<file path="config.mk">
export PLATFORM = sky130hd
export DESIGN_NAME = coef_quantizer_flat
export DESIGN_NICKNAME = d
export VERILOG_FILES = /design/src/rtl/coef_quantizer_if.sv /design/src/rtl/coef_quantizer.sv /design/src/flat_wrapper.sv
export SDC_FILE = /design/constraint.sdc
export NUM_CORES = 1
export LEC_CHECK = 0
export CORE_MARGIN = 2
export CORE_UTILIZATION = 51
export CTS_CLUSTER_SIZE = 8
export DETAILED_ROUTE_END_ITERATION = 8
export GPL_ROUTABILITY_DRIVEN = 0
export PLACE_DENSITY = 0.91
export SKIP_CTS_REPAIR_TIMING = 1
export SLEW_MARGIN = 0
export SYNTH_ARGS = -nofsm -noshare
export SYNTH_HDL_FRONTEND = slang
export SYNTH_SLANG_ARGS = --single-unit
</file>
<file path="constraint.sdc">
create_clock -name clk -period 4.5 [get_ports clk]
set_clock_uncertainty 0.1 [all_clocks]
set_input_delay 0.9 -clock clk [delete_from_list [all_inputs] [get_ports clk]]
set_output_delay 0.9 -clock clk [all_outputs]
set_load 0.01 [all_outputs]
</file>
<file path="src/rtl/coef_quantizer_if.sv">
// Beat-level bus between the coefficient quantizer and its neighbours:
// input handshake with per-beat controls, output handshake, overflow telemetry.
interface coef_quantizer_if #(
    parameter int IN_W  = 18,
    parameter int OUT_W = 12,
    parameter int LANES = 8
);
    logic                   in_valid;
    logic                   in_ready;
    logic [LANES*IN_W-1:0]  in_data;
    logic [1:0]             mode;
    logic                   sat_en;
    logic                   out_valid;
    logic                   out_ready;
    logic [LANES*OUT_W-1:0] out_data;
    logic [LANES-1:0]       sat_flags;
    logic [15:0]            sat_count;
    logic                   clr_count;

    modport slave (
        input  in_valid, in_data, mode, sat_en, out_ready, clr_count,
        output in_ready, out_valid, out_data, sat_flags, sat_count
    );

    modport master (
        output in_valid, in_data, mode, sat_en, out_ready, clr_count,
        input  in_ready, out_valid, out_data, sat_flags, sat_count
    );
endinterface

</file>
<file path="src/rtl/coef_quantizer.sv">
// Multi-lane fixed-point to integer quantizer: stage 1 rounds, stage 2 detects
// overflow and saturates or wraps; elastic two-stage valid/ready pipeline.
module coef_quantizer #(
    parameter int IN_W      = 18,
    parameter int FRAC_BITS = 6,
    parameter int OUT_W     = 12,
    parameter int LANES     = 8
) (
    input  logic             clk,
    input  logic             rst_n,
    coef_quantizer_if.slave  bus
);
    localparam int RW = IN_W - FRAC_BITS + 1;
    localparam int EW = ((RW > OUT_W) ? RW : OUT_W) + 1;
    localparam logic signed [EW-1:0] MAX_V   = EW'((1 << (OUT_W - 1)) - 1);
    localparam logic [OUT_W-1:0]     SAT_MAX = {1'b0, {(OUT_W-1){1'b1}}};
    localparam logic [OUT_W-1:0]     SAT_MIN = {1'b1, {(OUT_W-1){1'b0}}};

    logic signed [RW-1:0]   rnd        [LANES];
    logic signed [RW-1:0]   s1_data_q  [LANES];
    logic signed [RW-1:0]   s1_data_d  [LANES];
    logic                   s1_valid_q, s1_valid_d;
    logic                   s1_sat_en_q, s1_sat_en_d;
    logic                   out_valid_q, out_valid_d;
    logic [LANES*OUT_W-1:0] out_data_q, out_data_d, lane_out;
    logic [LANES-1:0]       sat_flags_q, sat_flags_d, lane_ovf;
    logic [15:0]            sat_count_q, sat_count_d;
    logic [16:0]            flag_pop, count_sum;
    logic                   adv, s1_load;

    // Stage 2 may load when it is empty or being drained this cycle.
    assign adv     = !out_valid_q || bus.out_ready;
    assign s1_load = !s1_valid_q || adv;

    genvar gi;
    generate
        for (gi = 0; gi < LANES; gi++) begin : g_lane
            logic signed [IN_W-1:0] x;
            logic signed [EW-1:0]   ext;
            logic [OUT_W-1:0]       lo;

            assign x = bus.in_data[gi*IN_W +: IN_W];

            if (FRAC_BITS == 0) begin : g_nofrac
                assign rnd[gi] = RW'(x);
            end else begin : g_frac
                localparam logic [FRAC_BITS-1:0] HALF = FRAC_BITS'(1) << (FRAC_BITS - 1);
                logic signed [RW-1:0]  q;
                logic [FRAC_BITS-1:0]  r;
                logic                  up;

                assign q = RW'(x >>> FRAC_BITS);
                assign r = x[FRAC_BITS-1:0];

                always_comb begin
                    up = 1'b0;
                    case (bus.mode)
                        2'b01:   up = (r >= HALF);
                        2'b10:   up = (r > HALF) || ((r == HALF) && q[0]);
                        default: up = 1'b0;
                    endcase
                end

                // q is at most 2^(RW-2)-1, so the increment cannot wrap RW bits.
                assign rnd[gi] = q + RW'(up);
            end

            assign ext          = EW'(s1_data_q[gi]);
            assign lane_ovf[gi] = (ext > MAX_V) || (ext < ~MAX_V);

            always_comb begin
                lo = ext[OUT_W-1:0];
                if (lane_ovf[gi] && s1_sat_en_q) begin
                    lo = ext[EW-1] ? SAT_MIN : SAT_MAX;
                end
            end

            assign lane_out[gi*OUT_W +: OUT_W] = lo;
        end
    endgenerate

    always_comb begin
        flag_pop = '0;
        for (int i = 0; i < LANES; i++) begin
            flag_pop = flag_pop + 17'(sat_flags_q[i]);
        end
        count_sum = 17'(sat_count_q) + flag_pop;
    end

    always_comb begin
        s1_valid_d  = s1_valid_q;
        s1_sat_en_d = s1_sat_en_q;
        s1_data_d   = s1_data_q;
        out_valid_d = out_valid_q;
        out_data_d  = out_data_q;
        sat_flags_d = sat_flags_q;
        sat_count_d = sat_count_q;

        if (s1_load) begin
            s1_valid_d = bus.in_valid;
            if (bus.in_valid) begin
                s1_sat_en_d = bus.sat_en;
                s1_data_d   = rnd;
            end
        end

        if (adv) begin
            out_valid_d = s1_valid_q;
            if (s1_valid_q) begin
                out_data_d  = lane_out;
                sat_flags_d = lane_ovf;
            end
        end

        // Clear takes priority over a delivery in the same cycle.
        if (bus.clr_count) begin
            sat_count_d = '0;
        end else if (out_valid_q && bus.out_ready) begin
            sat_count_d = count_sum[16] ? 16'hFFFF : count_sum[15:0];
        end
    end

    always_ff @(posedge clk or negedge rst_n) begin
        if (!rst_n) begin
            s1_valid_q  <= 1'b0;
            s1_sat_en_q <= 1'b0;
            out_valid_q <= 1'b0;
            out_data_q  <= '0;
            sat_flags_q <= '0;
            sat_count_q <= '0;
            for (int i = 0; i < LANES; i++) begin
                s1_data_q[i] <= '0;
            end
        end else begin
            s1_valid_q  <= s1_valid_d;
            s1_sat_en_q <= s1_sat_en_d;
            out_valid_q <= out_valid_d;
            out_data_q  <= out_data_d;
            sat_flags_q <= sat_flags_d;
            sat_count_q <= sat_count_d;
            s1_data_q   <= s1_data_d;
        end
    end

    assign bus.in_ready  = s1_load;
    assign bus.out_valid = out_valid_q;
    assign bus.out_data  = out_data_q;
    assign bus.sat_flags = sat_flags_q;
    assign bus.sat_count = sat_count_q;
endmodule

</file>
<file path="src/flat_wrapper.sv">
// flat-port wrapper written by rule: the top's interface ports become plain ports
module coef_quantizer_flat 
#(
    parameter int IN_W      = 18,
    parameter int FRAC_BITS = 6,
    parameter int OUT_W     = 12,
    parameter int LANES     = 8
)
  (clk, rst_n, bus_in_valid, bus_in_data, bus_mode, bus_sat_en, bus_out_ready, bus_clr_count, bus_in_ready, bus_out_valid, bus_out_data, bus_sat_flags, bus_sat_count);
  coef_quantizer_if #(.IN_W(IN_W), .OUT_W(OUT_W), .LANES(LANES)) bus_i ();
  input  logic clk;
  input  logic rst_n;
  input wire logic [$bits(bus_i.in_valid)-1:0] bus_in_valid;
  input wire logic [$bits(bus_i.in_data)-1:0] bus_in_data;
  input wire logic [$bits(bus_i.mode)-1:0] bus_mode;
  input wire logic [$bits(bus_i.sat_en)-1:0] bus_sat_en;
  input wire logic [$bits(bus_i.out_ready)-1:0] bus_out_ready;
  input wire logic [$bits(bus_i.clr_count)-1:0] bus_clr_count;
  output wire logic [$bits(bus_i.in_ready)-1:0] bus_in_ready;
  output wire logic [$bits(bus_i.out_valid)-1:0] bus_out_valid;
  output wire logic [$bits(bus_i.out_data)-1:0] bus_out_data;
  output wire logic [$bits(bus_i.sat_flags)-1:0] bus_sat_flags;
  output wire logic [$bits(bus_i.sat_count)-1:0] bus_sat_count;
  assign bus_i.in_valid = bus_in_valid;
  assign bus_i.in_data = bus_in_data;
  assign bus_i.mode = bus_mode;
  assign bus_i.sat_en = bus_sat_en;
  assign bus_i.out_ready = bus_out_ready;
  assign bus_i.clr_count = bus_clr_count;
  assign bus_in_ready = bus_i.in_ready;
  assign bus_out_valid = bus_i.out_valid;
  assign bus_out_data = bus_i.out_data;
  assign bus_sat_flags = bus_i.sat_flags;
  assign bus_sat_count = bus_i.sat_count;
  coef_quantizer #(.IN_W(IN_W), .FRAC_BITS(FRAC_BITS), .OUT_W(OUT_W), .LANES(LANES)) u_core (.clk(clk), .rst_n(rst_n), .bus(bus_i));
endmodule
</file>
==> results.ini, run 1 <==
[final_layout]
drive_gt1_frac=0.0337
seqCellArea_um2=5680
area_delta_synth_final_pct=32.7
layoutNonFillerInstCount=1919
fillers=1673
final_nets=1813
multi_input_area_um2=5790
design_area_um2=15700

[floorplan]
dieWidth_um=156
core_um2=22700
start_util=0.521
rows=55
io_pins=274
dieArea_um2=24500
fp.dieH_um=156

[global_routing]
grt_usage=0.273
grt_pass1_vias=10900
grt_pass1_wl_um=53700
grt_overflow=0
grt_max_degree=108
antenna_found_initial=4

[sta]
hold_viol_final=0
fin_crit_sh=0.955
setup_tns_ps=0
finalMaxSlewViolations=0
setup_viol=0
relSlewSlack=0.278
fmax_ghz=0.233
period_needed_ps=4300
worst_slew_pin_slew_ps=1080
rsz0062_at_grt=false

[power_and_ir_drop]
switching_share=0.321
power.leakage_nw=6.75
power_density_nw_per_um2=475
p_sw_mw=2.39
vdd_drop_max_mv=0.307
internal-power_mw=5.07
p_seq_frac=0.373
combinationalPowerShare=0.312
pwr-share-clk=0.315

[clocking]
cts_num_sinks=227
tritoncts=done
cts.clk_slew.worst_paths_ps=50
htree_num_levels=2
clock_latency_ps=490
clock-root-buffer=clkbuf_16
clk_path_buf_depth=3
numCtsBuffers=34

[run]
drv_cap=0

[route]
drc_errors=0
drtIter0Drc=752
antenna_left=0
viasPerCell=5.66
route.vias.total=10900
wire_per_inst_um=17.2
drt_first_pass_iters=5
wirelength_um=33100

[place]
dpl.hpwl_um=23400
port_buffers=273
placed_cell_area_um2=14700
dp_cells=1876

[setup_path]
critPathArrivalTime_ps=4580
reg2reg_depth=13
path_class=flip-flop to flip-flop
worstReg2RegStart=u_core.bus.sat_flags[0]
r2r-end=u_core.bus.sat_count[8]
worst-path-max-fanout=9
critPathLaunchType=flip-flop
r2r_slack_ps=200
cp-end-kind=flip-flop
cp.required_ps=4780

[synthesis]
syn_area_per_cell_um2=8.55
synth-edff-count=0
syn_nets=1570
synth.ff_latch_count=227
synth_ff_type=dfrtp_1
syn_area_um2=11800
ys_types=41
postSynthCellCount=1384
yosysWarnings=0
synth_seq_area_share=0.480
async_flop_share=1.00

[status]
status=finished, final reports clean

[hold_path]
hold_class=input port to async pin

worst max-delay path: stages, from the launching register on:
cell and delay (ps):
dfrtp_1 400, ha_1 280, inv_1 50, fa_1 500, fa_1 430, fa_1 490
inv_1 40, ha_1 220, fa_1 440, a211o_1 370, a21oi_4 310, nor2_1 140
and2_1 180, a211oi_1 240
routing by layer:
metal	vias up	global-route usage	part of all wire
li1	5155	-	-
met1	5187	0.344	0.40
met2	435	0.470	0.50
met3	84	0.0454	0.057
met4	0	0.111	0.036
met5	-	0	0
Yosys cell counts, types with 10 or more instances:
library cell	number	area, um^2
ha_1	30	375
a21oi_1	17	85.1
nor4_1	10	62.6
dfrtp_1	227	5680
nand4_1	22	138
nor3_1	15	75.1
o21ai_1	276	1380
and2_1	11	68.8
xnor2_1	34	298
nand2_1	405	1520
mux2_1	17	191
buf_2	20	100
clkbuf_1	55	206
nand2b_1	11	68.8
xor2_1	56	490
nor2_1	39	146
inv_1	18	67.6
nand3_1	30	150
and3_1	21	131
metrics by stage:
stage	total power, mW	util	hold WS, ps	setup WS (ps)
after detailed placement	5.08	0.649	375	263
after global routing	7.87	0.692	403	42.3
final	7.46	0.692	339	201
after floorplan	3.98	-	357	499
after global placement	4.97	0.649	367	413
after CTS	7.49	0.692	385	226
how the worst max path moves through the flow:
stage                     slack (ps)                     from                       end
after floorplan                  500  u_core.bus.sat_flags[0]  u_core.bus.sat_count[10]
after global placement           410  u_core.bus.sat_flags[0]  u_core.bus.sat_count[10]
after detailed placement         260  u_core.bus.sat_flags[0]   u_core.bus.sat_count[8]
after CTS                        230  u_core.bus.sat_flags[0]   u_core.bus.sat_count[8]
after global routing              40  u_core.bus.sat_flags[0]   u_core.bus.sat_count[8]
final                            200  u_core.bus.sat_flags[0]   u_core.bus.sat_count[8]
cells in the final DEF, fill, tap and decap left out, types with 3 or more instances in the layout:
master	n
nor4_1	10
a211oi_1	6
o31a_1	3
nor2_1	39
a21o_1	3
and3_1	21
o21ai_0	6
nor3b_1	9
mux2_1	17
a31oi_1	5
and2_1	11
buf_4	10
clkdlybuf4s50_1	272
nand3_1	30
ha_1	30
diode_2	4
xor2_1	56
nor3_1	15
xnor2_1	34
nand2b_1	11
and4_1	6
dfrtp_1	227
nand2_1	403
clkbuf_16	37
fa_1	4
o21ai_1	276
a21oi_1	17
inv_1	18
a311oi_1	3
mux2i_1	9
nand4_1	22
cell type report:
type                       instances  share of cell area
clock buffer                      38              0.0592
inverter                          18             0.00430
sequential                       227               0.361
multi-input combinational       1061               0.368
timing repair buffer             285               0.182
tap                              285              0.0227
clock inverter                     1             0.00191
antenna                            4            0.000637
power by group through the flow:
stage          Clock, mW  Sequential, mW  Combinational, mW
2_1_floorplan          0            2.81               1.17
3_3_place_gp           0            2.77               2.20
3_5_place_dp           0            2.79               2.29
4_1_cts             2.38            2.77               2.33
5_1_grt             2.47            2.83               2.57
6_report            2.35            2.78               2.33
cell families after synthesis:
group	after synthesis	share of synthesized area
compound gates	326	0.145
xor+xnor	90	0.0666
flops	227	0.480
fa+ha+maj	34	0.0385
mux	26	0.0238
buf+inv	96	0.0325
simple gates	585	0.214
flip-flops by register name, summed over array words and instances, names as in the netlist:
signal	flops
u_core.g_lane.ext	104
u_core.bus.out_data	96
u_core.bus.sat_count	16
u_core.bus.sat_flags	8
u_core.bus.out_valid	1
u_core.s1_sat_en_q	1
u_core.s1_valid_q	1
No activity file was read; power rests on OpenSTA's default activity.
==> run 2, diff against run 1 <==
- CTS_BUF_LIST: unset -> sky130_fd_sc_hd__clkbuf_16
- SETUP_SLACK_MARGIN: unset -> 0.4
==> results.ini, run 2 (same netlist as run 1, synthesis figures left out) <==
[setup_path]
reg2reg_depth=14
path_class=flip-flop to flip-flop
cp-end-kind=flip-flop
critPathLaunchType=flip-flop
critPathArrivalTime_ps=4430
worst-path-max-fanout=7
r2r_slack_ps=300
r2r-end=u_core.bus.sat_count[4]
worstReg2RegStart=u_core.bus.sat_flags[0]
cp.required_ps=4730

[sta]
setup_viol=0
worst_slew_pin_slew_ps=1090
relSlewSlack=0.274
setup_slack_ps=301
period_needed_ps=4200
fmax_ghz=0.238
fin_crit_sh=0.933
holdWs_ps=338
rsz0062_at_grt=true
finalMaxSlewViolations=0
setup_tns_ps=0
hold_viol_final=0

[status]
status=finished, final reports clean

[clocking]
clk_path_buf_depth=3
numCtsBuffers=34
clock_latency_ps=490
cts_num_sinks=227
htree_num_levels=2
tritoncts=done
cts.clk_slew.worst_paths_ps=50
clock-root-buffer=clkbuf_16

[final_layout]
final_nets=1822
area_delta_synth_final_pct=33.8
final_common_cell=nand2_1
layout_common_cells=nand2_1, o21ai_1, clkdlybuf4s50_1
design_area_um2=15800
layoutNonFillerInstCount=1928
largest_reg_flops=104
drive_gt1_frac=0.0458

[route]
route.vias.total=10900
drt_first_pass_iters=5
antenna_left=0
drt-met1-wl_um=13400
met3_length_um=1890
drc_errors=0
drtIter0Drc=716
wl_met2_um=16800
top_layer=met4
wirelength_um=33400
viasPerCell=5.65
wire_per_inst_um=17.3

[power_and_ir_drop]
vdd_drop_max_mv=0.307
power.leakage_nw=6.80
power_density_nw_per_um2=483

[floorplan]
dieWidth_um=156
dieArea_um2=24500
rows=55
io_pins=274
start_util=0.521
core_um2=22700
fp.dieH_um=156

[global_routing]
grt_pass1_vias=10900
grt_usage=0.273
grt_pass1_wl_um=53700
antenna_found_initial=4
grt_overflow=0
grt_max_degree=108

[place]
dpl.hpwl_um=23400
port_buffers=273
placed_cell_area_um2=14700
pre_cts_ws_ps=263
dp_cells=1876

[run]
drv_cap=0

[hold_path]
hold_class=input port to async pin

run 2: cell count changes in the layout (fill, tap and decap cells not counted), sizes merged:
cell	before	now
buf	13	22
clkbuf	38	37
inv	18	19
run 2: worst max-delay path, cell delays in order (launching register included):
cell	delay [ps]
dfrtp_1	400
ha_1	290
inv_1	80
fa_1	430
fa_1	460
fa_1	500
inv_2	50
ha_4	170
fa_2	380
a211o_1	330
a21oi_4	290
buf_4	180
nor3_4	70
nor3_1	230
nor3_1	80
run 2: final cells by class:
cell class / instances / area, um^2
Fill cell: 1661 / 6860
Multi-Input combinational cell: 1061 / 5840
Sequential cell: 227 / 5680
Timing Repair Buffer: 294 / 2930
Clock buffer: 37 / 926
Tap cell: 285 / 357
Inverter: 18 / 67.6
Clock inverter: 2 / 33.8
Antenna cell: 4 / 10.0
run 2: power breakdown:
part / total (mW) / internal (mW) / switching (mW)
Combinational: 2.51 / 1.24 / 1.27
Clock: 2.35 / 1.49 / 0.862
Sequential: 2.78 / 2.44 / 0.341
Total: 7.65 / 5.17 / 2.48
run 2: layer usage:
metal | GRT usage | vias to the layer above
li1 | - | 5175
met1 | 0.344 | 5184
met2 | 0.470 | 446
met3 | 0.0454 | 89
met4 | 0.111 | 0
met5 | 0 | -
run 2: worst max-delay path by stage:
| stage | to | slack, ps | from | cells past startpoint |
|---|---|---|---|---|
| detailed placement | u_core.bus.sat_count[8] | 260 | u_core.bus.sat_flags[0] | 13 |
| floorplan | u_core.bus.sat_count[10] | 500 | u_core.bus.sat_flags[0] | 13 |
| global placement | u_core.bus.sat_count[10] | 410 | u_core.bus.sat_flags[0] | 13 |
| global route | u_core.bus.sat_count[4] | 170 | u_core.bus.sat_flags[0] | 14 |
| CTS | u_core.bus.sat_count[8] | 230 | u_core.bus.sat_flags[0] | 13 |
| finish | u_core.bus.sat_count[4] | 300 | u_core.bus.sat_flags[0] | 14 |
run 2: per-stage QoR:
| stage | total power, mW | utilization |
|---|---|---|
| after global routing | 8.07 | 0.698 |
| after floorplan | 3.98 | - |
| after detailed placement | 5.08 | 0.649 |
| after global placement | 4.97 | 0.649 |
| after CTS | 7.49 | 0.692 |
| final | 7.65 | 0.698 |
